**src/rtl/nios2_small_mem_bist_master_if.sv**
```systemverilog
// ---------------------------------------------------------------------------
// nios2_small_mem_bist_master_if
// Avalon-MM bus bundle between the BIST master and the on-chip RAM s1 port.
//   avm_address        word address (AW bits)
//   avm_chipselect     high with any read or write
//   avm_write          write strobe
//   avm_read           read strobe
//   avm_byteenable     byte lanes, 4 bits
//   avm_writedata      write data, 32 bits
//   avm_readdata       read data, 32 bits
//   avm_waitrequest    slave stall; the master holds its command while high
//   avm_readdatavalid  qualifies avm_readdata
// Modports: master (drives the command side), slave (drives the response).
// ---------------------------------------------------------------------------
interface nios2_small_mem_bist_master_if #(
  parameter int AW = 14
);
  logic [AW-1:0] avm_address;
  logic          avm_chipselect;
  logic          avm_write;
  logic          avm_read;
  logic [3:0]    avm_byteenable;
  logic [31:0]   avm_writedata;
  logic [31:0]   avm_readdata;
  logic          avm_waitrequest;
  logic          avm_readdatavalid;

  modport master (
    output avm_address, avm_chipselect, avm_write, avm_read,
           avm_byteenable, avm_writedata,
    input  avm_readdata, avm_waitrequest, avm_readdatavalid
  );

  modport slave (
    input  avm_address, avm_chipselect, avm_write, avm_read,
           avm_byteenable, avm_writedata,
    output avm_readdata, avm_waitrequest, avm_readdatavalid
  );
endinterface

```
**src/rtl/nios2_small_mem_bist_master.sv**
```systemverilog
// ---------------------------------------------------------------------------
// nios2_small_mem_bist_master
// Avalon-MM master that fills a word-addressed on-chip memory with a pattern
// and, in verify mode, reads every word back and counts mismatches.
// Ports:
//   clk, reset_n        clock and synchronous active-low reset
//   start_i             begin a run (only looked at while idle)
//   mode_i              0 = fill only, 1 = fill then verify
//   base_addr_i         first word address
//   num_words_i         number of words (0 allowed)
//   seed_i              pattern seed
//   busy_o              run in progress
//   done_o              one-cycle end-of-run pulse
//   pass_o              no mismatches in the last run, held until next start
//   err_count_o         saturating mismatch count
//   first_err_addr_o    address of the first mismatch (0 if none)
//   bus                 Avalon-MM master side (nios2_small_mem_bist_master_if)
// Configuration macro: MEM_BIST_LFSR_EN selects a 32-bit Galois LFSR pattern
// instead of the default seed ^ {~i, i} pattern.
// ---------------------------------------------------------------------------
module nios2_small_mem_bist_master #(
  parameter int AW    = 14,
  parameter int DEPTH = 10240,
  parameter int ECW   = 16
) (
  input  logic                clk,
  input  logic                reset_n,
  input  logic                start_i,
  input  logic                mode_i,
  input  logic [AW-1:0]       base_addr_i,
  input  logic [AW:0]         num_words_i,
  input  logic [31:0]         seed_i,
  output logic                busy_o,
  output logic                done_o,
  output logic                pass_o,
  output logic [ECW-1:0]      err_count_o,
  output logic [AW-1:0]       first_err_addr_o,
  nios2_small_mem_bist_master_if.master bus
);

  typedef enum logic [2:0] {IDLE, WR, RD_REQ, RD_WAIT, FIN} state_t;

  localparam logic [AW-1:0] LAST_ADDR  = AW'(DEPTH - 1);
  localparam logic [AW-1:0] DEPTH_ADDR = AW'(DEPTH);

  state_t          state_q, state_d;
  logic [AW-1:0]   addr_q, addr_d;
  logic [AW-1:0]   baseAddr_q, baseAddr_d;
  logic [AW:0]     idx_q, idx_d;
  logic [AW:0]     numWords_q, numWords_d;
  logic [31:0]     seed_q, seed_d;
  logic            mode_q, mode_d;
  logic [ECW-1:0]  errCount_q, errCount_d;
  logic [AW-1:0]   firstErrAddr_q, firstErrAddr_d;
  logic            pass_q, pass_d;

  logic [31:0]     pattern;
  logic [AW-1:0]   addrInc;
  logic [AW-1:0]   baseWrapped;
  logic [AW:0]     idxInc;
  logic            lastWord;

`ifdef MEM_BIST_LFSR_EN
  localparam logic [31:0] LFSR_POLY = 32'h80200003;
  logic [31:0] lfsr_q, lfsr_d;
  logic [31:0] lfsrNext;
  logic [31:0] seedClean;
`else
  logic [15:0] idxLow;
`endif

  // Next-state logic. The bus command is a pure function of the registered
  // state, so it stays frozen for as long as waitrequest keeps us in place.
  always_comb begin
    state_d        = state_q;
    addr_d         = addr_q;
    baseAddr_d     = baseAddr_q;
    idx_d          = idx_q;
    numWords_d     = numWords_q;
    seed_d         = seed_q;
    mode_d         = mode_q;
    errCount_d     = errCount_q;
    firstErrAddr_d = firstErrAddr_q;
    pass_d         = pass_q;

    // A base at or beyond DEPTH is folded back into range once, on latch;
    // 2**AW < 2*DEPTH keeps a single subtraction sufficient.
    baseWrapped = (base_addr_i >= DEPTH_ADDR) ? (base_addr_i - DEPTH_ADDR) : base_addr_i;
    addrInc     = (addr_q == LAST_ADDR) ? '0 : (addr_q + AW'(1));
    idxInc      = idx_q + (AW+1)'(1);
    lastWord    = (idxInc == numWords_q);

`ifdef MEM_BIST_LFSR_EN
    lfsr_d    = lfsr_q;
    lfsrNext  = {1'b0, lfsr_q[31:1]} ^ (lfsr_q[0] ? LFSR_POLY : 32'h0);
    seedClean = (seed_i == 32'h0) ? 32'h1 : seed_i;
    pattern   = lfsr_q;
`else
    idxLow  = 16'(idx_q);
    pattern = seed_q ^ {~idxLow, idxLow};
`endif

    case (state_q)
      IDLE: begin
        if (start_i) begin
          baseAddr_d     = baseWrapped;
          addr_d         = baseWrapped;
          numWords_d     = num_words_i;
          mode_d         = mode_i;
          errCount_d     = '0;
          firstErrAddr_d = '0;
          pass_d         = 1'b0;
          idx_d          = '0;
`ifdef MEM_BIST_LFSR_EN
          seed_d = seedClean;
          lfsr_d = seedClean;
`else
          seed_d = seed_i;
`endif
          state_d = (num_words_i == '0) ? FIN : WR;
        end
      end

      WR: begin
        if (!bus.avm_waitrequest) begin
          idx_d  = idxInc;
          addr_d = addrInc;
`ifdef MEM_BIST_LFSR_EN
          lfsr_d = lfsrNext;
`endif
          if (lastWord) begin
            if (mode_q) begin
              state_d = RD_REQ;
              idx_d   = '0;
              addr_d  = baseAddr_q;
`ifdef MEM_BIST_LFSR_EN
              lfsr_d = seed_q;
`endif
            end else begin
              state_d = FIN;
            end
          end
        end
      end

      RD_REQ: begin
        if (!bus.avm_waitrequest) begin
          state_d = RD_WAIT;
        end
      end

      // Only one read is ever in flight, so the returning word always
      // belongs to the current index.
      RD_WAIT: begin
        if (bus.avm_readdatavalid) begin
          if (bus.avm_readdata != pattern) begin
            if (errCount_q != '1) begin
              errCount_d = errCount_q + ECW'(1);
            end
            if (errCount_q == '0) begin
              firstErrAddr_d = addr_q;
            end
          end
          idx_d  = idxInc;
          addr_d = addrInc;
`ifdef MEM_BIST_LFSR_EN
          lfsr_d = lfsrNext;
`endif
          state_d = lastWord ? FIN : RD_REQ;
        end
      end

      FIN: begin
        state_d = IDLE;
      end

      default: begin
        state_d = IDLE;
      end
    endcase

    // Pass is settled on entry to FIN so it is already valid alongside done.
    if (state_d == FIN && state_q != FIN) begin
      pass_d = (errCount_d == '0);
    end
  end

  // State register with synchronous reset; a reset mid-run simply drops
  // the FSM back to IDLE, which removes every strobe on the next cycle.
  always_ff @(posedge clk) begin
    if (!reset_n) begin
      state_q        <= IDLE;
      addr_q         <= '0;
      baseAddr_q     <= '0;
      idx_q          <= '0;
      numWords_q     <= '0;
      seed_q         <= '0;
      mode_q         <= 1'b0;
      errCount_q     <= '0;
      firstErrAddr_q <= '0;
      pass_q         <= 1'b0;
    end else begin
      state_q        <= state_d;
      addr_q         <= addr_d;
      baseAddr_q     <= baseAddr_d;
      idx_q          <= idx_d;
      numWords_q     <= numWords_d;
      seed_q         <= seed_d;
      mode_q         <= mode_d;
      errCount_q     <= errCount_d;
      firstErrAddr_q <= firstErrAddr_d;
      pass_q         <= pass_d;
    end
  end

`ifdef MEM_BIST_LFSR_EN
  // Pattern generator state, advanced once per completed word.
  always_ff @(posedge clk) begin
    if (!reset_n) begin
      lfsr_q <= '0;
    end else begin
      lfsr_q <= lfsr_d;
    end
  end
`endif

  // Writedata is gated so the bus shows zero whenever no write is pending.
  always_comb begin
    busy_o             = (state_q != IDLE);
    done_o             = (state_q == FIN);
    pass_o             = pass_q;
    err_count_o        = errCount_q;
    first_err_addr_o   = firstErrAddr_q;
    bus.avm_address    = addr_q;
    bus.avm_chipselect = (state_q == WR) || (state_q == RD_REQ);
    bus.avm_write      = (state_q == WR);
    bus.avm_read       = (state_q == RD_REQ);
    bus.avm_byteenable = 4'hF;
    bus.avm_writedata  = (state_q == WR) ? pattern : 32'h0;
  end

endmodule

```
**src/flat_wrapper.sv**
```systemverilog
// flat-port wrapper written by rule: the top's interface ports become plain ports
module nios2_small_mem_bist_master_flat 
#(
  parameter int AW    = 14,
  parameter int DEPTH = 10240,
  parameter int ECW   = 16
)
  (clk, reset_n, start_i, mode_i, base_addr_i, num_words_i, seed_i, busy_o, done_o, pass_o, err_count_o, first_err_addr_o, bus_avm_address, bus_avm_chipselect, bus_avm_write, bus_avm_read, bus_avm_byteenable, bus_avm_writedata, bus_avm_readdata, bus_avm_waitrequest, bus_avm_readdatavalid);
  nios2_small_mem_bist_master_if #(.AW(AW)) bus_i ();
  input  logic clk;
  input  logic reset_n;
  input  logic start_i;
  input  logic mode_i;
  input  logic [AW-1:0] base_addr_i;
  input  logic [AW:0] num_words_i;
  input  logic [31:0] seed_i;
  output logic busy_o;
  output logic done_o;
  output logic pass_o;
  output logic [ECW-1:0] err_count_o;
  output logic [AW-1:0] first_err_addr_o;
  output wire logic [$bits(bus_i.avm_address)-1:0] bus_avm_address;
  output wire logic [$bits(bus_i.avm_chipselect)-1:0] bus_avm_chipselect;
  output wire logic [$bits(bus_i.avm_write)-1:0] bus_avm_write;
  output wire logic [$bits(bus_i.avm_read)-1:0] bus_avm_read;
  output wire logic [$bits(bus_i.avm_byteenable)-1:0] bus_avm_byteenable;
  output wire logic [$bits(bus_i.avm_writedata)-1:0] bus_avm_writedata;
  input wire logic [$bits(bus_i.avm_readdata)-1:0] bus_avm_readdata;
  input wire logic [$bits(bus_i.avm_waitrequest)-1:0] bus_avm_waitrequest;
  input wire logic [$bits(bus_i.avm_readdatavalid)-1:0] bus_avm_readdatavalid;
  assign bus_avm_address = bus_i.avm_address;
  assign bus_avm_chipselect = bus_i.avm_chipselect;
  assign bus_avm_write = bus_i.avm_write;
  assign bus_avm_read = bus_i.avm_read;
  assign bus_avm_byteenable = bus_i.avm_byteenable;
  assign bus_avm_writedata = bus_i.avm_writedata;
  assign bus_i.avm_readdata = bus_avm_readdata;
  assign bus_i.avm_waitrequest = bus_avm_waitrequest;
  assign bus_i.avm_readdatavalid = bus_avm_readdatavalid;
  nios2_small_mem_bist_master #(.AW(AW), .DEPTH(DEPTH), .ECW(ECW)) u_core (.clk(clk), .reset_n(reset_n), .start_i(start_i), .mode_i(mode_i), .base_addr_i(base_addr_i), .num_words_i(num_words_i), .seed_i(seed_i), .busy_o(busy_o), .done_o(done_o), .pass_o(pass_o), .err_count_o(err_count_o), .first_err_addr_o(first_err_addr_o), .bus(bus_i));
endmodule
```
**config.mk**
```make
export PLATFORM = sky130hd
export DESIGN_NAME = nios2_small_mem_bist_master_flat
export DESIGN_NICKNAME = d
export VERILOG_FILES = /design/src/rtl/nios2_small_mem_bist_master_if.sv /design/src/rtl/nios2_small_mem_bist_master.sv /design/src/flat_wrapper.sv
export SDC_FILE = /design/constraint.sdc
export NUM_CORES = 1
export LEC_CHECK = 0
export CORE_MARGIN = 2
export CORE_UTILIZATION = 45
export CTS_BUF_LIST = sky130_fd_sc_hd__clkbuf_2 sky130_fd_sc_hd__clkbuf_4 sky130_fd_sc_hd__clkbuf_8
export DETAILED_ROUTE_END_ITERATION = 16
export PLACE_DENSITY = 0.75
export SLEW_MARGIN = 20
export SYNTH_ARGS = -nofsm -noshare
export SYNTH_HDL_FRONTEND = slang
export SYNTH_SLANG_ARGS = --single-unit
```
**constraint.sdc**
```tcl
create_clock -name clk -period 3.7 [get_ports clk]
set_clock_uncertainty 0.2 [all_clocks]
set_input_delay 0.925 -clock clk [delete_from_list [all_inputs] [get_ports clk]]
set_output_delay 0.925 -clock clk [all_outputs]
set_load 0.01 [all_outputs]
```
Word level (Yosys, flattened, before mapping)
Cells that the tools add are included.
W data, S select, Z words.
- flip-flop bits (word level): 125
- input port bits: 99
- $lt $le $gt $ge: 1
- equality and inequality tests: 15
- reduce and logical (&&, ||, !) cells: 15
- add/subtract/negate cells: 4
- muxes and demuxes: 37
- bitwise operators: 2
- operator list (cell ; count):
    $mux W14 ; 11
    $mux W15 ; 5
    $mux W16 ; 4
    $pmux W15 S3 ; 1
    $pmux W14 S3 ; 1
    $logic_not A16 Y1 ; 2
    $mux W32 ; 1
    $ne A32 B32 Y1 ; 1
    $pmux W16 S2 ; 1
    $xor A32 B32 Y32 ; 1
    $pmux W14 S2 ; 1
    $mux W3 ; 8
    $add A16 B1 Y16 const B ; 1
    $ne A16 B16 Y1 const B ; 1
    $not A15 Y16 ; 1
    $add A15 B1 Y15 const B ; 1
    $eq A15 B15 Y1 ; 1
    $logic_not A15 Y1 ; 1
    $add A14 B1 Y14 const B ; 1
    $eq A14 B14 Y1 const B ; 1
    $ge A14 B14 Y1 const B ; 1
    $sub A14 B14 Y14 const B ; 1
    $pmux W3 S4 ; 1
    $eq A3 B2 Y1 const B ; 2
    other kinds (14) ; 24

Depth between registers and ports, before layout
- depth in word-level cells: 9
- gate-level depth with buffers: 13

Worst setup path before layout
No wires, ideal clock.
- path type: in2reg
- from: input port bus_avm_readdata[6]
- to: register u_core.pass_q (netlist: u_core.pass_o)
- cell stages on the path: 10
- library setup time: 0.069 ns
- required time: 3.431 ns
- path buffers: 1
- setup slack: 0.126 ns
- arrival time: 3.305 ns
- cell sequence: a221oi_1 nor2_1 or4_4 nor4_4 or2_1 clkbuf_1 nor3_1 mux2i_1 or4b_1 o21ai_1
- cells in the longest elaborated chain, start to end: 6
- ends and longest elaborated chain (item ; RTL line ; RTL):
    from (decl) ; flat_wrapper.sv:28 ; input wire logic [$bits(bus_i.avm_readdata)-1:0] bus_avm_readdata;
    $ne A32 B32 Y1 ; nios2_small_mem_bist_master.sv:156 ; if (bus.avm_readdata != pattern) begin
    $mux W16 ; nios2_small_mem_bist_master.sv:156 ;
    $mux W16 ; nios2_small_mem_bist_master.sv:155 ; if (bus.avm_readdatavalid) begin
    $pmux W16 S2 ; nios2_small_mem_bist_master.sv:103 ; case (state_q)
    $logic_not A16 Y1 ; nios2_small_mem_bist_master.sv:184 ; pass_d = (errCount_d == '0);
    $mux W1 ; nios2_small_mem_bist_master.sv:183 ; if (state_d == FIN && state_q != FIN) begin
    to (signal assigned) ; nios2_small_mem_bist_master.sv:212 ; pass_q <= pass_d;
    to (decl) ; nios2_small_mem_bist_master.sv:55 ; logic pass_q, pass_d;
Every way passes these cells.
A chain may end at the register's enable or synchronous reset.

Worst setup path after layout
- from: input port bus_avm_readdata[21]
- to: register u_core.pass_q (netlist: u_core.pass_o)
Same word-level chain as after synthesis.

==> metrics.txt <==
Least-Margin Pin Slew=between 500 and 600 ps; Detailed Route WL=22.0 mm; fin. max-slew vios=0; Setup CP Type=in2reg; die area=approximately 17000 um^2; period utilization=a little over nine tenths; chip height=approximately 130 um; Final #Nets=1244; Pint=roughly 2.4 mW; hold buffers post-CTS=0; setup violators final=0; largest net degree at the start of global routing=between 100 and 150; synthesized flop and latch total=roughly 130; Vias=approximately 7500; CP bufs+invs=2; clock-pin transition on the worst setup and hold timing paths=approximately 70 ps; post-layout minimum cycle time=around 3600 ps; gr ovfl total=0; maximum clock frequency=around 280 MHz; Area Growth Syn to Fin=34.7%; Post-Route Utilization=slightly above 60%; Arrival @ worst endpoint=approximately 3700 ps; core area=around 16000 um^2; gr usage total=25.1%; DR WL/cell=~16 um; most area-hungry cell type in the Yosys netlist=dfxtp_1; clock tree buffer depth=2; hold_ws=~260 ps; Post-route DRC=0; site row count=46; Slowest cell on crit path=or4b_1; DRT Pass-1 Iters=5; CTS Buf Count=17; mean area per synthesized cell=7.46 um^2; Netlist cell types=between 70 and 80; initial antenna violation count=0; worst rel slew slack=62.5%; crit path cell chain=clkdlybuf4s50_1 > xnor2_1 > or3_1 > a22oi_2 > nand4_1 > nor4_4 > buf_12 > o31ai_1 > a31oi_1 > nand3_1 > or4b_1 > o21ai_1; GPL Wtd Cong=~0.9; Seq/Total Area, Yosys=approximately 34%; Post-synth EDFFs=0; final hold vios=0; Clock Sinks=125; Tot Pwr=roughly 3.4 mW; number of global-route vias before repair=approximately 7000; Startpoint Class=input pin; Synth top area share=about a third; Seq pwr share=44.2%; VDD IR max=about 0.00024 V; Root Driver=clkbuf_8; cell family with most CP delay=simple AND/OR/NAND/NOR gates; Required @ worst endpoint=between 3000 and 4000 ps; H-tree depth=4; initial core utilization=a little under half; leakage power=3.66 nW; Detailed Place HPWL=roughly 16 mm; Clock power frac=about 36%; antenna cells=0; synthesized cell area=between 7000 and 8000 um^2; pwr dens=343 nW/um^2; largest cells by area after synthesis=dfxtp_1 (34%), nand2_1 (9.0%), a21oi_1 (8.0%); max cap viols=0; asr flop ratio synth=0%; port bufs=180; Net Switching=approximately 960 uW; Switching Fraction=28.5%; CTS tree=done; first-pass GRT wire length=~36 mm; slowest stage delay, CP=around 500 ps; Cell Count, Final, Fillers Out=1369; Inst Count DP=1334; total negative slack=0 ps; worst min path class=reg2reg; Gate power share=19.9%; Fill cells=1444; Worst-Skew Late Latency=between 400 and 500 ps; worst-path fanout max=8; layout cells sized above 1=under 10%; Cells after Synth=978; initial drt markers=640; I/O pin cnt=~190; DR vias/cell=5.51; Ys Warns=0; Primary FF master, synth=dfxtp_1; Post-DRT Antenna Nets=0; Worst setup EP type=flip-flop; Die X=approximately 130 um; status=finished clean
-- tightest hold or removal path, cell delays in order, from the launching register on --
cell,delay (ps)
dfxtp_1,310
nand2_1,50
a21oi_1,50
-- synthesized netlist by cell type (8+ instances only) --
library cell / count
a21oi_1: 116
a22oi_1: 17
a31oi_1: 16
buf_2: 10
clkbuf_1: 53
dfxtp_1: 125
inv_1: 20
mux2i_1: 8
nand2_1: 174
nand3_1: 38
nand4_1: 10
nor2_1: 97
nor3_1: 18
nor4_1: 12
o211ai_1: 8
o21ai_0: 36
or3_1: 22
xnor2_1: 46
xor2_1: 31
-- layout by cell type, fill, tap and decap left out, drive strengths merged, types with 15 or more instances in the layout --
cell type	synthesis	routed
buf	23	36
or3	23	23
nor4	15	15
xnor2	46	46
nand3	39	39
a22oi	17	17
a21oi	116	116
nand2	175	175
o21ai	38	38
clkbuf	54	19
nor3	18	18
clkdlybuf4s50	0	174
nor2	97	97
xor2	32	32
inv	21	20
dfxtp	125	125
a31oi	16	16
-- cell type report --
class	count	area [um^2]	area share (%)
timing repair buffer	217	2120	21.6
clock buffer	18	241	2.46
multi-input combinational	758	4460	45.4
tap	216	270	2.75
sequential	125	2500	25.5
inverter	21	80.1	0.815
clock inverter	14	151	1.54
-- power by group through the flow --
stage	clock (mW)	sequential, mW	combinational, mW
floorplan	0	1.50	0.363
global placement	0	1.52	0.651
detailed placement	0	1.52	0.658
CTS	1.23	1.49	0.661
global route	1.28	1.50	0.735
finish	1.21	1.49	0.670
-- per-stage QoR --
stage                     setup WS, ps  cell area [um^2]
final                              136              9820
after global routing             -3.05              9820
after CTS                         64.8              9710
after detailed placement          -404              9320
after global placement            -377              9320
after floorplan                    126              7300
-- final timing paths --
check / startpoint / to / slack [ps] / cells past startpoint
worst max-delay path: bus_avm_readdata[21] / u_core.pass_o / 140 / 12
worst min-delay path: u_core.baseAddr_q[7] / u_core.baseAddr_q[7] / 260 / 2
worst max register to register: u_core.idx_q[10] / u_core.pass_o / 280 / 13
worst min register to register: u_core.baseAddr_q[7] / u_core.baseAddr_q[7] / 260 / 2
-- routing by layer --
layer / GRT usage [%] / routed length, um
met1: 34.2 / 10100
met2: 40.0 / 10200
met3: 4.32 / 1140
met4: 9.54 / 531
met5: 0 / 0
-- registers in the layout, indices dropped and copies added, names as in the netlist, 3 cells and up --
name and flops:
u_core.seed_q 32, u_core.err_count_o 16, u_core.idx_q 15, u_core.numWords_q 15, u_core.baseAddr_q 14, u_core.bus.avm_address 14, u_core.first_err_addr_o 14, u_core.state_q 3
-- kinds of logic (layout without fill, tap and decap cells) --
| family | Yosys count | count (layout) | share of synthesized area (%) |
|---|---|---|---|
| xor gates and xnor gates | 82 | 82 | 10.7 |
| buffers and inverters | 98 | 270 | 5.85 |
| DFF | 125 | 125 | 34.3 |
| muxes | 9 | 9 | 1.25 |
| and+or+nand+nor | 420 | 420 | 27.0 |
| AOI/OAI and AO/OA | 238 | 238 | 19.9 |
| other | 1 | 4 | 0.0514 |
| adders and majority gates | 5 | 5 | 0.858 |
-- timing repair --
item | 4_1_cts | 5_1_grt
endpoints found under the setup margin | 0 | 30
buffers inserted | 0 | 3
resized for setup | 0 | 21
(Power assumes the default switching activity.)
